`config.mk`:
```
export PLATFORM = sky130hd
export DESIGN_NAME = cam_pattern_gen
export DESIGN_NICKNAME = d
export VERILOG_FILES = /design/src/rtl/cam_pattern_gen.sv
export SDC_FILE = /design/constraint.sdc
export NUM_CORES = 1
export LEC_CHECK = 0
export ABC_AREA = 1
export BUFFER_PORTS_ARGS = -buffer_cell sky130_fd_sc_hd__buf_2
export CAP_MARGIN = 20
export CORE_ASPECT_RATIO = 0.5
export CORE_MARGIN = 1.5
export CORE_UTILIZATION = 30
export CTS_CLUSTER_DIAMETER = 50
export DETAILED_ROUTE_END_ITERATION = 7
export SYNTH_ARGS = -nofsm -noshare
export SYNTH_HDL_FRONTEND = slang
export SYNTH_SLANG_ARGS = --single-unit
```
`constraint.sdc`:
```
create_clock -name clk -period 5.4 [get_ports clk]
set_clock_uncertainty 0.1 [all_clocks]
set_input_delay 0.27 -clock clk [delete_from_list [all_inputs] [get_ports clk]]
set_output_delay 0.27 -clock clk [all_outputs]
set_load 0.02 [all_outputs]
```
`src/rtl/cam_pattern_gen.sv`:
```
// OV7670-style camera timing generator emitting synthetic RGB565 byte streams.
// Frame = vsync pulse, back porch, then V_LINES of (H_BYTES active + H_BLANK idle).
module cam_pattern_gen #(
    parameter int DATA_W    = 8,
    parameter int H_BYTES   = 640,
    parameter int H_BLANK   = 119,
    parameter int V_LINES   = 240,
    parameter int VSYNC_CYC = 4704,
    parameter int VBP_CYC   = 26656
) (
    input  logic              clk,
    input  logic              rst,
    input  logic              enable,
    input  logic [1:0]        mode,
    input  logic [7:0]        num_frames,
    input  logic [15:0]       seed,
    output logic              vsync,
    output logic              href,
    output logic [DATA_W-1:0] data,
    output logic              frame_done,
    output logic              busy,
    output logic [7:0]        frame_count
);

    localparam int VS_W   = (VSYNC_CYC > 1) ? $clog2(VSYNC_CYC) : 1;
    localparam int VBP_W  = (VBP_CYC > 1)   ? $clog2(VBP_CYC)   : 1;
    localparam int BYTE_W = (H_BYTES > 1)   ? $clog2(H_BYTES)   : 1;
    localparam int HB_W   = (H_BLANK > 1)   ? $clog2(H_BLANK)   : 1;
    localparam int LINE_W = (V_LINES > 1)   ? $clog2(V_LINES)   : 1;

    localparam logic [VS_W-1:0]   VS_LAST   = VS_W'(VSYNC_CYC - 1);
    localparam logic [VBP_W-1:0]  VBP_LAST  = VBP_W'(VBP_CYC - 1);
    localparam logic [BYTE_W-1:0] BYTE_LAST = BYTE_W'(H_BYTES - 1);
    localparam logic [HB_W-1:0]   HB_LAST   = HB_W'(H_BLANK - 1);
    localparam logic [LINE_W-1:0] LINE_LAST = LINE_W'(V_LINES - 1);
    localparam logic [DATA_W-1:0] PAT_CONST = DATA_W'(8'hAA);

    typedef enum logic [2:0] {
        S_IDLE,
        S_VSYNC,
        S_VBP,
        S_ACTIVE,
        S_HBLANK
    } state_t;

    state_t              state_reg;
    logic [1:0]          mode_reg;
    logic [15:0]         lfsr_reg;
    logic [VS_W-1:0]     vs_cnt_reg;
    logic [VBP_W-1:0]    vbp_cnt_reg;
    logic [BYTE_W-1:0]   byte_cnt_reg;
    logic [HB_W-1:0]     hb_cnt_reg;
    logic [LINE_W-1:0]   line_cnt_reg;
    logic                vsync_reg;
    logic                href_reg;
    logic [DATA_W-1:0]   data_reg;
    logic                frame_done_reg;
    logic                busy_reg;
    logic [7:0]          frame_count_reg;

    logic [15:0]         lfsr_next;
    logic [15:0]         seed_load;
    logic                last_line;
    logic                hb_almost_last;
    logic                continue_run;
    logic [DATA_W-1:0]   first_byte_data;
    logic [DATA_W-1:0]   next_byte_data;
    logic [DATA_W-1:0]   next_line_data;

    // Fibonacci LFSR, taps 16,14,13,11: shift up, feedback into bit 0
    assign lfsr_next[0] = lfsr_reg[15] ^ lfsr_reg[13] ^ lfsr_reg[12] ^ lfsr_reg[10];
    generate
        for (genvar gi = 1; gi < 16; gi++) begin : g_lfsr_shift
            assign lfsr_next[gi] = lfsr_reg[gi-1];
        end
    endgenerate

    assign seed_load      = (seed == 16'd0) ? 16'h0001 : seed;
    assign last_line      = (line_cnt_reg == LINE_LAST);
    assign hb_almost_last = ((int'(hb_cnt_reg) + 2) == H_BLANK);
    assign continue_run   = enable &&
                            ((num_frames == 8'd0) ||
                             (({1'b0, frame_count_reg} + 9'd1) < {1'b0, num_frames}));

    function automatic logic [DATA_W-1:0] pattern_byte(
        input logic [1:0]        sel,
        input logic [BYTE_W-1:0] byte_idx,
        input logic [LINE_W-1:0] line_idx,
        input logic [15:0]       lfsr
    );
        logic [DATA_W-1:0] b;
        case (sel)
            2'd0:    b = PAT_CONST;
            2'd1:    b = DATA_W'(byte_idx);
            2'd2:    b = DATA_W'(lfsr);
            default: b = DATA_W'(line_idx);
        endcase
        return b;
    endfunction

    // Data is registered on the edge entering each href cycle, so the byte
    // for that cycle is computed from the position it is about to occupy.
    assign first_byte_data = pattern_byte(mode_reg, '0, line_cnt_reg, lfsr_reg);
    assign next_byte_data  = pattern_byte(mode_reg, byte_cnt_reg + BYTE_W'(1), line_cnt_reg, lfsr_reg);
    assign next_line_data  = pattern_byte(mode_reg, '0, line_cnt_reg + LINE_W'(1), lfsr_reg);

    always_ff @(posedge clk or posedge rst) begin
        if (rst) begin
            state_reg       <= S_IDLE;
            mode_reg        <= 2'd0;
            lfsr_reg        <= 16'h0001;
            vs_cnt_reg      <= '0;
            vbp_cnt_reg     <= '0;
            byte_cnt_reg    <= '0;
            hb_cnt_reg      <= '0;
            line_cnt_reg    <= '0;
            vsync_reg       <= 1'b0;
            href_reg        <= 1'b0;
            data_reg        <= '0;
            frame_done_reg  <= 1'b0;
            busy_reg        <= 1'b0;
            frame_count_reg <= 8'd0;
        end else begin
            frame_done_reg <= 1'b0;
            unique case (state_reg)
                S_IDLE: begin
                    if (enable) begin
                        state_reg       <= S_VSYNC;
                        vsync_reg       <= 1'b1;
                        busy_reg        <= 1'b1;
                        mode_reg        <= mode;
                        lfsr_reg        <= seed_load;
                        frame_count_reg <= 8'd0;
                        vs_cnt_reg      <= '0;
                        line_cnt_reg    <= '0;
                    end
                end
                S_VSYNC: begin
                    if (vs_cnt_reg == VS_LAST) begin
                        state_reg   <= S_VBP;
                        vsync_reg   <= 1'b0;
                        vs_cnt_reg  <= '0;
                        vbp_cnt_reg <= '0;
                    end else begin
                        vs_cnt_reg <= vs_cnt_reg + VS_W'(1);
                    end
                end
                S_VBP: begin
                    if (vbp_cnt_reg == VBP_LAST) begin
                        state_reg    <= S_ACTIVE;
                        vbp_cnt_reg  <= '0;
                        byte_cnt_reg <= '0;
                        href_reg     <= 1'b1;
                        data_reg     <= first_byte_data;
                        lfsr_reg     <= lfsr_next;
                    end else begin
                        vbp_cnt_reg <= vbp_cnt_reg + VBP_W'(1);
                    end
                end
                S_ACTIVE: begin
                    if (byte_cnt_reg == BYTE_LAST) begin
                        state_reg      <= S_HBLANK;
                        byte_cnt_reg   <= '0;
                        hb_cnt_reg     <= '0;
                        href_reg       <= 1'b0;
                        data_reg       <= '0;
                        frame_done_reg <= last_line && (H_BLANK == 1);
                    end else begin
                        byte_cnt_reg <= byte_cnt_reg + BYTE_W'(1);
                        data_reg     <= next_byte_data;
                        lfsr_reg     <= lfsr_next;
                    end
                end
                S_HBLANK: begin
                    if (hb_cnt_reg == HB_LAST) begin
                        hb_cnt_reg <= '0;
                        if (last_line) begin
                            // frame_done was raised for this cycle; now close the frame
                            frame_count_reg <= frame_count_reg + 8'd1;
                            line_cnt_reg    <= '0;
                            if (continue_run) begin
                                state_reg  <= S_VSYNC;
                                vsync_reg  <= 1'b1;
                                vs_cnt_reg <= '0;
                                mode_reg   <= mode;
                            end else begin
                                state_reg <= S_IDLE;
                                busy_reg  <= 1'b0;
                            end
                        end else begin
                            state_reg    <= S_ACTIVE;
                            line_cnt_reg <= line_cnt_reg + LINE_W'(1);
                            href_reg     <= 1'b1;
                            data_reg     <= next_line_data;
                            lfsr_reg     <= lfsr_next;
                        end
                    end else begin
                        hb_cnt_reg     <= hb_cnt_reg + HB_W'(1);
                        frame_done_reg <= last_line && hb_almost_last;
                    end
                end
                default: state_reg <= S_IDLE;
            endcase
        end
    end

    assign vsync       = vsync_reg;
    assign href        = href_reg;
    assign data        = data_reg;
    assign frame_done  = frame_done_reg;
    assign busy        = busy_reg;
    assign frame_count = frame_count_reg;

endmodule

```
# == After elaboration in Yosys (flattened, before gate mapping) ==
# Cells that the tools add are included.
# classes
n_eq_ne,22
addsub,8
bitwise_logic,3
n_reduce_logical,27
div_mod_pow,0
n_mux,67
shifts,0
order_cmp,1
n_mul,0
# op_table
op,count
16-bit two-way mux,6
8-bit one-hot mux with 3 select lines,4
8-bit two-way mux,9
13-bit two-way mux,5
16-bit one-hot mux with 4 select lines,1
13-bit one-hot mux with 3 select lines,1
8-bit one-hot mux with 2 select lines,2
15-bit two-way mux,2
15-bit one-hot mux with 2 select lines,1
5-bit AND reduction,5
10-bit two-way mux,2
"2-bit inequality test, second input constant",10
10-bit one-hot mux with 2 select lines,1
3-bit two-way mux,6
"8-bit by 1-bit adder with 8-bit output, second input constant",2
16-bit zero test,1
"15-bit by 1-bit adder with 15-bit output, second input constant",1
"15-bit equality test, second input constant",1
1-bit two-way mux,15
3-bit one-hot mux with 5 select lines,1
7-bit two-way mux,2
7-bit one-hot mux with 2 select lines,1
"13-bit by 1-bit adder with 13-bit output, second input constant",1
"13-bit equality test, second input constant",1
other kinds (31),47
# word_totals
reg_bits,94
wordCells,142
ramBits,0
romBits,0
mem_count,0
latchBits,0
input_bits,29
out_inout_bits,20

# == Logic depth before layout (Yosys ltp) ==
# Gate-level depths: netlist of the first run.
# logic_depth
word_depth,8
ltp_mapped,19

# == Worst setup path after synthesis of the first run ==
# Ideal clock, no wire load.
# synth_path
path_kind,register -> register
from,"register frame_count_reg[0], in the netlist frame_count[0]"
to,register vs_cnt_reg[7]
required_ns,5.171
path_stages_with_launch,20
synth_period_minus_slack_ns,2.569
arrival_ns,2.339
path_slack_ns,2.831
cell_sequence,dfrtp_1 ha_1 nand3_1 nor2_1 xor2_1 inv_1 ha_1 nand2_1 nand2_1 nand2_1 nand2_1 nor2_1 nand2_1 nand2_1 nand2_1 nand2_1 nand2_1 buf_2 nand2_1 o21ai_0
# synth_between
elab_chain_len,6
# synth_lines
item,line,source
start: declaration,59,logic [7:0] frame_count_reg;
start signal: assignment,179,frame_count_reg <= frame_count_reg + 8'd1;
8-bit by 1-bit adder with 9-bit output,83,"(({1'b0, frame_count_reg} + 9'd1) < {1'b0, num_frames}));"
9-bit by 8-bit less-than comparator with 1-bit output,83,
1-bit logical OR,82,((num_frames == 8'd0) ||
1-bit logical AND,81,assign continue_run = enable &&
2-bit inequality test (no line),-,
5-bit AND reduction (no line),-,
end signal: assignment,145,vs_cnt_reg <= vs_cnt_reg + VS_W'(1);
end: declaration,49,logic [VS_W-1:0] vs_cnt_reg;
# Every way passes these cells.
# A chain may end at the register's enable or synchronous reset.

# == Worst setup path after layout of the first run ==
# layout_path
from,"register frame_count_reg[0], in the netlist frame_count[0]"
to,register vs_cnt_reg[5]
# The elaborated chain is that of the path after synthesis.

==> impl_results.md, run 1 <==
- Area taken by flip-flops and latches: 2350 um2
- Overall via count from detail_route: 5355
- Final setup violating endpoints: 0
- Post-Synthesis Cell Area: 5840 um2
- Fin crit share: 0.515
- Buffer depth of the longest clock path: 2
- YS warnings: 0
- Number of diodes added for antenna fixing: 0
- Cts bufs inserted: 9
- Transition at the pin with the smallest max-transition slack: 0.886 ns
- Number of sinks on the clock net: 94
- Router iterations before antenna repair: 5
- Iteration-0 DRC Markers: 401
- Root buf cell: sky130_fd_sc_hd__clkbuf_16
- Yosys reg bits: 94
- Min Tclk post-route: approximately 2.8 ns
- Placed Instance Area: 6350 um2
- GR Util All Layers: 0.153
- Standard-cell rows: 35
- Net count of the mapped netlist: 832
- EDFF count, synth: 0
- Flip-flop count of the largest register after layout: 16
- Worst min path class: input pin to register
- Cell types occupying the most area after synthesis: sky130_fd_sc_hd__dfrtp_1 (40%), sky130_fd_sc_hd__nand2_1 (14%), sky130_fd_sc_hd__inv_1 (6.6%)
- Fraction of the yosys area taken by sequential cells: 0.403
- Main flop type after synthesis: sky130_fd_sc_hd__dfrtp_1
- Die width: 200 um
- Power Dens Cells: 472 nW/um2
- Total grt overflow: 0
- Distinct cell type count of the synthesized netlist: 50
- Final routed wirelength across all metal layers: 14.6 mm
- Type of origin of the critical path: register
- Data arrival time of the critical path: 2.89 ns
- Proportion of layout cells with a drive suffix above 1: 0.129
- Height of the die: ~100 um
- Buffers on Ports: 48
- Maximum number of pins on one net before global-route repair: a little under 60
- Async set-reset flop share out of synthesis: 1.00
- Yosys top cell area share: 0.398
- Post-DRT Antenna Nets: 0
- Placed Cells: ~1100
- Area of the multi-input gates: 2980 um2
- Via-per-instance ratio: 4.86
- Layout-stage area growth over the synthesis result: 13.5%
- Global placer's final weighted congestion: just over 0.9
- Skew-Pair Late Insertion Delay: about 0.35 ns
- Rel. slew slack: 0.409
- Worst IR Drop VDD: roughly 260 uV
- I/O pin cnt: 49
- Worst-path maximum fanout: 13
- Initial antenna violation count: 0
- Setup TNS: 0 ns
- Run status: finished clean
- Critical Path End Type: register
- Synthesized netlist cell count: 787
- CP Data Required Time: 5.51 ns
- HPWL reported at the end of detailed placement: 10.9 mm
- Type of the worst setup path: register to register
- Core area: 18700 um2
- Clock transition time at the flip-flop clock pins of the worst setup and hold paths: ~0.070 ns
- Number of global-route vias before repair: approximately 5300
- Number of max-cap violations: 0
- Avg Cell Area, Syn: 7.42 um2
- Final non-filler cell total: 1101
- Filler Cells Inserted: roughly 2000
- Final number of hold-violating endpoints: 0
- Reported leakage power: 3.16 nW
- Area of all placed cells without fillers: around 6600 um2
- DIE AREA: between 20000 and 25000 um2
- Clock tree from TritonCTS: done
- Final-report max-slew violation count: 0
- DR WL/cell: about 13 um
- DRC violation count after routing: 0
- Unrepaired setup endpoints after global routing: false
- Max Clock Freq: 359 MHz
- Final cell utilization of the core: 0.354
- Level count of the clock H-tree: 3
- First-pass GRT wire length: roughly 26 mm
- Initial cell density of the core: 0.312
- Area leader, netlist: sky130_fd_sc_hd__dfrtp_1
- Layout Nets: just under 900
-- cell type report --
type                            count  share of cell area
Clock buffer                       11              0.0351
Clock inverter                      5             0.00566
Inverter                          113              0.0651
Multi-Input combinational cell    567               0.450
Sequential cell                    94               0.355
Tap cell                          259              0.0489
Timing Repair Buffer               52              0.0407
-- worst max-delay path, cell delays in order, from the launching register on --
cell                      delay (ns)
sky130_fd_sc_hd__dfrtp_1        0.44
sky130_fd_sc_hd__ha_1           0.21
sky130_fd_sc_hd__nand3_1        0.14
sky130_fd_sc_hd__nor2_1         0.14
sky130_fd_sc_hd__xor2_1         0.19
sky130_fd_sc_hd__inv_1          0.06
sky130_fd_sc_hd__ha_1           0.28
sky130_fd_sc_hd__nand2_1        0.06
sky130_fd_sc_hd__nand2_1        0.04
sky130_fd_sc_hd__nand2_1        0.05
sky130_fd_sc_hd__nand2_1        0.04
sky130_fd_sc_hd__nor2_1         0.09
sky130_fd_sc_hd__nand2_1        0.06
sky130_fd_sc_hd__nand2_1        0.09
sky130_fd_sc_hd__nand2_1        0.06
sky130_fd_sc_hd__nand2_1        0.07
sky130_fd_sc_hd__nand2_1        0.29
sky130_fd_sc_hd__nand2_1        0.13
sky130_fd_sc_hd__o21ai_0        0.09
-- worst paths after layout --
check | from | endpoint | slack (ns) | cells after the start
max | frame_count[0] | vs_cnt_reg[5] | 2.62 | 18
max in group asynchronous | rst | vbp_cnt_reg[1] | 3.65 | 4
min in group asynchronous | rst | frame_count[6] | 0.41 | 3
max reg2reg | frame_count[0] | vs_cnt_reg[5] | 2.62 | 18
min reg2reg | lfsr_reg[3] | lfsr_reg[3] | 0.37 | 2
min | mode[0] | mode_reg[0] | 0.07 | 3
-- cells in the mapped netlist (2+ instances only) --
| master | count |
|---|---|
| sky130_fd_sc_hd__buf_2 | 5 |
| sky130_fd_sc_hd__ha_1 | 16 |
| sky130_fd_sc_hd__inv_2 | 8 |
| sky130_fd_sc_hd__o21ai_2 | 10 |
| sky130_fd_sc_hd__a21oi_1 | 18 |
| sky130_fd_sc_hd__o21ai_1 | 5 |
| sky130_fd_sc_hd__nor4_1 | 10 |
| sky130_fd_sc_hd__buf_6 | 2 |
| sky130_fd_sc_hd__nand2_1 | 216 |
| sky130_fd_sc_hd__nor2_1 | 48 |
| sky130_fd_sc_hd__nand3b_1 | 2 |
| sky130_fd_sc_hd__nor2_4 | 3 |
| sky130_fd_sc_hd__xor2_1 | 16 |
| sky130_fd_sc_hd__nand3_1 | 59 |
| sky130_fd_sc_hd__buf_4 | 2 |
| sky130_fd_sc_hd__a21boi_1 | 2 |
| sky130_fd_sc_hd__inv_1 | 103 |
| sky130_fd_sc_hd__or2_2 | 2 |
| sky130_fd_sc_hd__inv_4 | 2 |
| sky130_fd_sc_hd__nand4_1 | 15 |
| sky130_fd_sc_hd__xnor2_1 | 5 |
| sky130_fd_sc_hd__o21a_1 | 4 |
| sky130_fd_sc_hd__o31ai_1 | 2 |
| sky130_fd_sc_hd__o21ai_0 | 68 |
| sky130_fd_sc_hd__dfrtp_1 | 93 |
| sky130_fd_sc_hd__clkbuf_1 | 4 |
| sky130_fd_sc_hd__a31oi_1 | 3 |
| sky130_fd_sc_hd__o211ai_1 | 3 |
| sky130_fd_sc_hd__nand2_2 | 5 |
| sky130_fd_sc_hd__a22oi_1 | 2 |
| sky130_fd_sc_hd__nor3_1 | 11 |
| sky130_fd_sc_hd__o22ai_1 | 20 |
| sky130_fd_sc_hd__nand2_4 | 6 |
-- cell usage in the layout, fill, tap and decap left out, types with 5 or more instances in the layout --
master                      count
sky130_fd_sc_hd__dfrtp_1       93
sky130_fd_sc_hd__nand2_4        6
sky130_fd_sc_hd__a21oi_1       18
sky130_fd_sc_hd__clkbuf_16      9
sky130_fd_sc_hd__o22ai_1       20
sky130_fd_sc_hd__o21ai_0       68
sky130_fd_sc_hd__inv_1        102
sky130_fd_sc_hd__nor3_1        11
sky130_fd_sc_hd__nor2_1        48
sky130_fd_sc_hd__nand2_1      216
sky130_fd_sc_hd__o21ai_1        5
sky130_fd_sc_hd__nand3_1       59
sky130_fd_sc_hd__nand4_1       15
sky130_fd_sc_hd__buf_2         49
sky130_fd_sc_hd__nand2_2        5
sky130_fd_sc_hd__ha_1          16
sky130_fd_sc_hd__o21ai_2       10
sky130_fd_sc_hd__xor2_1        16
sky130_fd_sc_hd__nor4_1        10
sky130_fd_sc_hd__inv_2          8
sky130_fd_sc_hd__xnor2_1        5
-- logic make-up (layout without fill, tap and decap cells) --
logic type / Yosys count / in the layout / synth area share
AOI/OAI and AO/OA: 145 / 145 / 0.148
xor gates and xnor gates: 21 / 21 / 0.0315
adders and majority gates: 16 / 16 / 0.0343
buffers and inverters: 126 / 181 / 0.0867
DFF: 94 / 94 / 0.403
and+or+nand+nor: 385 / 385 / 0.297
-- metal layers --
metal | vias up | GRT usage | routed length, um
met5 | - | 0 | 0
met4 | 0 | 0.0434 | 156
met3 | 12 | 0.0280 | 582
met2 | 115 | 0.247 | 6520
met1 | 2533 | 0.211 | 7370
li1 | 2695 | - | -
-- metrics by stage --
step | power (mW) | hold slack [ns] | setup WS, ns
6_report | 3.13 | 0.0703 | 2.62
5_1_grt | 3.41 | 0.0784 | 2.27
4_1_cts | 3.15 | 0.0644 | 2.60
3_5_place_dp | 2.54 | 0.247 | 2.62
3_3_place_gp | 2.52 | 0.246 | 2.66
2_1_floorplan | 2.20 | 0.315 | 2.58
-- repair_timing --
item | 4_1_cts | 5_1_grt
hold endpoints to repair | 36 | 0
setup buffers | 0 | 0
resized for setup | 0 | 0
setup endpoints to repair | 0 | 0
hold buffers | 1 | 0
-- report_power, final --
| part | internal (mW) | switching (mW) | leakage [nW] |
|---|---|---|---|
| sequential | 0.881 | 0.143 | 1.25 |
| clock | 0.314 | 0.289 | 0.126 |
| combinational | 0.465 | 1.04 | 1.79 |
| total | 1.66 | 1.47 | 3.16 |
No activity file was read; power rests on OpenSTA's default activity.
==> run 2, diff against run 1 <==
Clock period 5.4 ns to 2.62 ns, I/O delays scaled along.
==> impl_results.md, run 2 (synthesized netlist as in run 1, its figures left out) <==
- I/O pin cnt: between 40 and 50
- Total grt overflow: 0
- Power Dens Cells: 1010 nW/um2
- Final routed wirelength across all metal layers: 14.7 mm
- Sequential Power Share: 0.301
- Standard-cell rows: 35
- Filler Cells Inserted: 1972
- Max stage delay cell, worst path: sky130_fd_sc_hd__dfrtp_1
- Buffers on Ports: 48
- CP Data Required Time: 2.75 ns
- Buffer depth of the longest clock path: 2
- Type of the worst setup path: register to register
- Hold path start: seed[4]
- Rel. slew slack: 0.671
- Layout-stage area growth over the synthesis result: 19.0%
- R2R Path Start: frame_count[0]
- Skew-Pair Late Insertion Delay: 0.35 ns
- Unrepaired setup endpoints after global routing: true
- DIE AREA: 20400 um2
- Global placer's final weighted congestion: 0.894
- Clock transition time at the flip-flop clock pins of the worst setup and hold paths: 0.07 ns
- Final number of hold-violating endpoints: 0
- Cell Chain, Critical Path: ha_4, nand3_2, nor2_2, xor2_1, inv_1, ha_1, nand2_1, nand2_1, nand2_2, nand2_1, nor2_1, nand2_1, nand2_2, nand2_2, nand2_2, nand2_4, clkbuf_16, nand2_2, o21ai_1
- Cts bufs inserted: 9
- Transition at the pin with the smallest max-transition slack: between 0.4 and 0.5 ns
- Number of diodes added for antenna fixing: 0
- Via-per-instance ratio: 4.87
- Critical Path End Type: register
- Number of sinks on the clock net: 94
- Clock tree from TritonCTS: done
- Initial cell density of the core: 0.312
- Part of the power in combinational logic: 0.504
- Type of origin of the critical path: register
- Proportion of layout cells with a drive suffix above 1: 0.170
- Iteration-0 DRC Markers: between 300 and 400
- Sw Pwr: ~3.2 mW
- Post-DRT Antenna Nets: 0
- Worst IR Drop VDD: 412 uV
- Worst r2r dst: vs_cnt_reg[9]
- Sw frac: 0.452
- Stage delay of the slowest cell on the critical path: a little over 0.4 ns
- Root buf cell: sky130_fd_sc_hd__clkbuf_16
- Fin crit share: 0.978
- Share of total power in the clock network: 0.194
- Core area: 18700 um2
- Reported leakage power: approximately 3.3 nW
- Final setup violating endpoints: 0
- Initial antenna violation count: 0
- Layout Nets: 900
- Worst-path maximum fanout: 6
- First-pass GRT wire length: 25.0 mm
- Data arrival time of the critical path: 2.69 ns
- Power, Total: 6.99 mW
- Final worst setup slack: 0.0584 ns
- FF-to-FF setup slack: 0.06 ns
- Router iterations before antenna repair: 5
- DR WL/cell: ~13 um
- Cell depth of the worst hold path: 3
- DRC violation count after routing: 0
- Worst min path class: input pin to register
- Leading cell type in the layout, fill and taps excluded: sky130_fd_sc_hd__nand2_1
- Cell internal power dissipation: 3.83 mW
- HPWL reported at the end of detailed placement: 10.8 mm
- Die width: between 200 and 250 um
- Level count of the clock H-tree: 3
- Run status: finished clean
- Final-report max-slew violation count: 0
- Max Clock Freq: approximately 390 MHz
- Worst-case reg-to-reg path depth: 19
- Number of global-route vias before repair: 5194
- Maximum number of pins on one net before global-route repair: 91
- Height of the die: around 100 um
- Number of max-cap violations: 0
- Overall via count from detail_route: 5448
- Worst setup timing slack at the placement stage: 0.0900 ns
- Setup TNS: 0 ns
- Flip-flop count of the largest register after layout: 16
- GR Util All Layers: 0.151
- Commonest cells after routing, fill and taps aside: sky130_fd_sc_hd__nand2_1 (203), sky130_fd_sc_hd__inv_1 (102), sky130_fd_sc_hd__dfrtp_1 (93)
- Endpoint with the worst hold slack: lfsr_reg[4]
- Min Tclk post-route: 2.56 ns
- CP most frequent cell: sky130_fd_sc_hd__nand2_2
==> run 2: area by class of cell <==
cell class	instances	area, um2	area share
multi-input combinational	567	3080	0.443
sequential	94	2350	0.339
timing repair buffer	70	459	0.0661
inverter	113	433	0.0623
tap	259	324	0.0466
clock buffer	12	246	0.0355
clock inverter	4	55.1	0.00792
==> run 2: worst max-delay path by stage <==
stage          cells after the start  slack, ns            from             end
2_1_floorplan                     19       0.05  frame_count[0]   vs_cnt_reg[7]
3_3_place_gp                      19       0.13  frame_count[0]   vs_cnt_reg[5]
3_5_place_dp                      19       0.09  frame_count[0]  vs_cnt_reg[11]
4_1_cts                           19       0.08  frame_count[0]   vs_cnt_reg[7]
5_1_grt                           19      -0.13  frame_count[0]  vs_cnt_reg[10]
6_report                          19       0.06  frame_count[0]   vs_cnt_reg[9]
==> run 2: timing repair <==
action                     in CTS  in global routing
hold buffers                    3                  0
resized for setup               0                 36
buffers inserted                0                  2
hold endpoints to repair       95                  0
setup endpoints to repair       0                 17
==> run 2: metrics by stage <==
stage                     hold slack (ns)  cells  instance area [um2]   util
final                              0.0185   1119                 6950  0.371
after global routing               0.0374   1119                 6950  0.371
after CTS                          0.0113   1116                 6810  0.363
after detailed placement          -0.0432   1097                 6480  0.346
after global placement            -0.0434   1097                 6480  0.346
after floorplan                     0.176    787                 5850      -
==> run 2: per-layer routing <==
metal,part of all wire,global-route usage,vias up
li1,-,-,2740
met1,0.50,0.209,2566
met2,0.44,0.243,122
met3,0.042,0.0257,20
met4,0.013,0.0422,0
met5,0,0,-
==> run 2: power by group through the flow <==
stage | logic, mW | registers [mW] | clock network, mW
floorplan | 2.38 | 2.16 | 0
global placement | 3.31 | 2.12 | 0
detailed placement | 3.34 | 2.12 | 0
CTS | 3.36 | 2.10 | 1.40
global route | 3.95 | 2.16 | 1.45
finish | 3.52 | 2.11 | 1.36
==> run 2: worst max-delay path, delay by kind of cell (launching register included) <==
| kind | cells | cell delay, ns |
|---|---|---|
| buf+inv | 2 | 0.23 |
| flops | 1 | 0.41 |
| compound gates | 1 | 0.06 |
| xor+xnor | 1 | 0.20 |
| simple gates | 13 | 0.97 |
| fa+ha+maj | 2 | 0.45 |
==> run 3, diff against run 2 <==
Settings changed: CORE_ASPECT_RATIO 0.5 to 1.4, CORE_UTILIZATION 30 to 25.
==> impl_results.md, run 3 (synthesized netlist as in run 1, its figures left out) <==
- Run status: finished clean
- Standard-cell rows: 66
- Type of the worst setup path: register to register
- Stage delay of the slowest cell on the critical path: 0.40 ns
- FF-to-FF setup slack: 0.12 ns
- Worst min path class: input pin to register
- Number of diodes added for antenna fixing: 0
- Hold path start: seed[8]
- Initial cell density of the core: 0.253
- Final-report max-slew violation count: 0
- Met3 usage: 0.0248
- Type of origin of the critical path: register
- HPWL reported at the end of detailed placement: 10.8 mm
- Min Tclk post-route: 2.50 ns
- R2R Path Start: frame_count[0]
- Number of max-cap violations: 0
- Proportion of layout cells with a drive suffix above 1: 0.167
- Level count of the clock H-tree: 3
- Fin crit share: 0.956
- Layout Nets: 897
- Final setup violating endpoints: 0
- Iteration-0 DRC Markers: 388
- Clock tree from TritonCTS: done
- Router iterations before antenna repair: 5
- Post-DRT Antenna Nets: 0
- Number of sinks on the clock net: 94
- Global placer's final weighted congestion: 0.847
- Global routing met1 resource utilization: 0.149
- Skew-Pair Late Insertion Delay: 0.35 ns
- I/O pin cnt: a little under 50
- Via-per-instance ratio: 4.64
- Buffers on Ports: 48
- DIE AREA: 24300 um2
- Worst r2r dst: vs_cnt_reg[3]
- Final routed wirelength across all metal layers: roughly 15 mm
- Root buf cell: sky130_fd_sc_hd__clkbuf_16
- Number of global-route vias before repair: 5128
- Worst-path maximum fanout: 5
- Clock transition time at the flip-flop clock pins of the worst setup and hold paths: 0.07 ns
- Area of all placed cells without fillers: 6950 um2
- Endpoint with the worst hold slack: lfsr_reg[8]
- First-pass GRT wire length: 24.5 mm
- Height of the die: between 150 and 200 um
- Core area: 23100 um2
- Most congested layer reported by global routing: met2
- Rel. slew slack: 0.681
- Count of buffering cells on the critical path with inverters included: 4
- Cell depth of the worst hold path: 3
- CP Data Required Time: 2.74 ns
- Die width: 132 um
- Worst path top cell family by delay: simple AND/OR/NAND/NOR gates
- Flip-flop count of the largest register after layout: 16
- Overall via count from detail_route: about 5400
- Final number of hold-violating endpoints: 0
- Max stage delay cell, worst path: sky130_fd_sc_hd__dfrtp_1
- Worst-case reg-to-reg path depth: 18
- Met2 Usage GRT: 0.215
- Data arrival time of the critical path: 2.62 ns
- Power Dens Cells: around 960 nW/um2
- CP most frequent cell: sky130_fd_sc_hd__nand2_2
- Commonest cells after routing, fill and taps aside: sky130_fd_sc_hd__nand2_1 (206), sky130_fd_sc_hd__inv_1 (100), sky130_fd_sc_hd__dfrtp_1 (92)
- Total grt overflow: 0
- Initial antenna violation count: 0
- Leading cell type in the layout, fill and taps excluded: sky130_fd_sc_hd__nand2_1
- Maximum number of pins on one net before global-route repair: between 60 and 70
- Cts bufs inserted: 9
- Critical Path End Type: register
- Worst slack on hold paths: about 0.038 ns
- Transition at the pin with the smallest max-transition slack: 0.477 ns
- Max Clock Freq: 399 MHz
- Layout-stage area growth over the synthesis result: 18.9%
- Placed Instance Area: around 6500 um2
- Setup TNS: 0 ns
- Buffer depth of the longest clock path: 2
- Worst IR Drop VDD: 525 uV
- GR Util All Layers: 0.123
- Power, Total: 6.65 mW
- Cell Chain, Critical Path: buf_6, nand4_1, nor2_1, inv_2, o21ai_2, o21ai_2, inv_2, ha_4, and3_4, nand2_1, nand2_1, nand2_2, nand2_2, nand2_2, nand2_2, buf_4, nand2_1, o21ai_1
- DRC violation count after routing: 0
- DR WL/cell: 12.6 um
- Reported leakage power: 3.24 nW
run 3: cell types whose count changed in the layout (fill, tap and decap cells not counted), moves of 3 or more:
cell,delta
sky130_fd_sc_hd__o21ai_1,-3
sky130_fd_sc_hd__buf_4,-3
sky130_fd_sc_hd__o21ai_0,+3
sky130_fd_sc_hd__nand2_1,+3
sky130_fd_sc_hd__nand2_4,-3
sky130_fd_sc_hd__clkbuf_8,+3
run 3: worst reg2reg max path, stage by stage (launching register included):
cell                      delay, ns
sky130_fd_sc_hd__dfrtp_1       0.40
sky130_fd_sc_hd__buf_6         0.13
sky130_fd_sc_hd__nand4_1       0.15
sky130_fd_sc_hd__nor2_1        0.18
sky130_fd_sc_hd__inv_2         0.07
sky130_fd_sc_hd__o21ai_2       0.15
sky130_fd_sc_hd__o21ai_2       0.09
sky130_fd_sc_hd__inv_2         0.07
sky130_fd_sc_hd__ha_4          0.20
sky130_fd_sc_hd__and3_4        0.16
sky130_fd_sc_hd__nand2_1       0.05
sky130_fd_sc_hd__nand2_1       0.06
sky130_fd_sc_hd__nand2_2       0.10
sky130_fd_sc_hd__nand2_2       0.06
sky130_fd_sc_hd__nand2_2       0.07
sky130_fd_sc_hd__nand2_2       0.07
sky130_fd_sc_hd__buf_4         0.16
sky130_fd_sc_hd__nand2_1       0.05
sky130_fd_sc_hd__o21ai_1       0.06
run 3: worst max-delay path by stage:
| stage | slack [ns] | endpoint | from | cells past startpoint |
|---|---|---|---|---|
| 2_1_floorplan | 0.05 | vs_cnt_reg[7] | frame_count[0] | 19 |
| 3_3_place_gp | 0.16 | vs_cnt_reg[5] | frame_count[0] | 19 |
| 3_5_place_dp | 0.09 | vs_cnt_reg[5] | frame_count[0] | 19 |
| 4_1_cts | 0.08 | vs_cnt_reg[5] | frame_count[0] | 19 |
| 5_1_grt | -0.05 | mode_reg[1] | frame_count[1] | 18 |
| 6_report | 0.12 | vs_cnt_reg[3] | frame_count[0] | 18 |
run 3: per-stage QoR:
stage	utilization	setup slack (ns)	cells
floorplan	-	0.0515	787
global placement	0.281	0.158	1140
detailed placement	0.281	0.0930	1140
CTS	0.295	0.0766	1158
global route	0.300	-0.0534	1162
finish	0.300	0.116	1162
run 3: final cells by class:
type | instances | area, um2
clock buffer | 15 | 288
fill | 2541 | 16200
inverter | 113 | 433
multi-input combinational | 567 | 3080
sequential | 94 | 2350
tap | 306 | 383
timing repair buffer | 67 | 414
run 3: repair_timing:
| item | 4_1_cts | 5_1_grt |
|---|---|---|
| setup endpoints to repair | 0 | 18 |
| hold endpoints to repair | 95 | 0 |
| hold buffers | 3 | 0 |
| resized for setup | 0 | 34 |
| setup buffers | 0 | 4 |
run 3: metal layers:
layer  vias to the layer above  routed length (um)
met5                         -                   0
met4                         0                 340
met3                        23                 466
met2                        92                7100
met1                      2555                6720
li1                       2725                   -
run 3: report_power, final:
group	internal, mW	switching, mW	total, mW
logic	1.09	2.16	3.25
clock network	0.744	0.541	1.28
registers	1.82	0.300	2.12
total	3.65	3.00	6.65
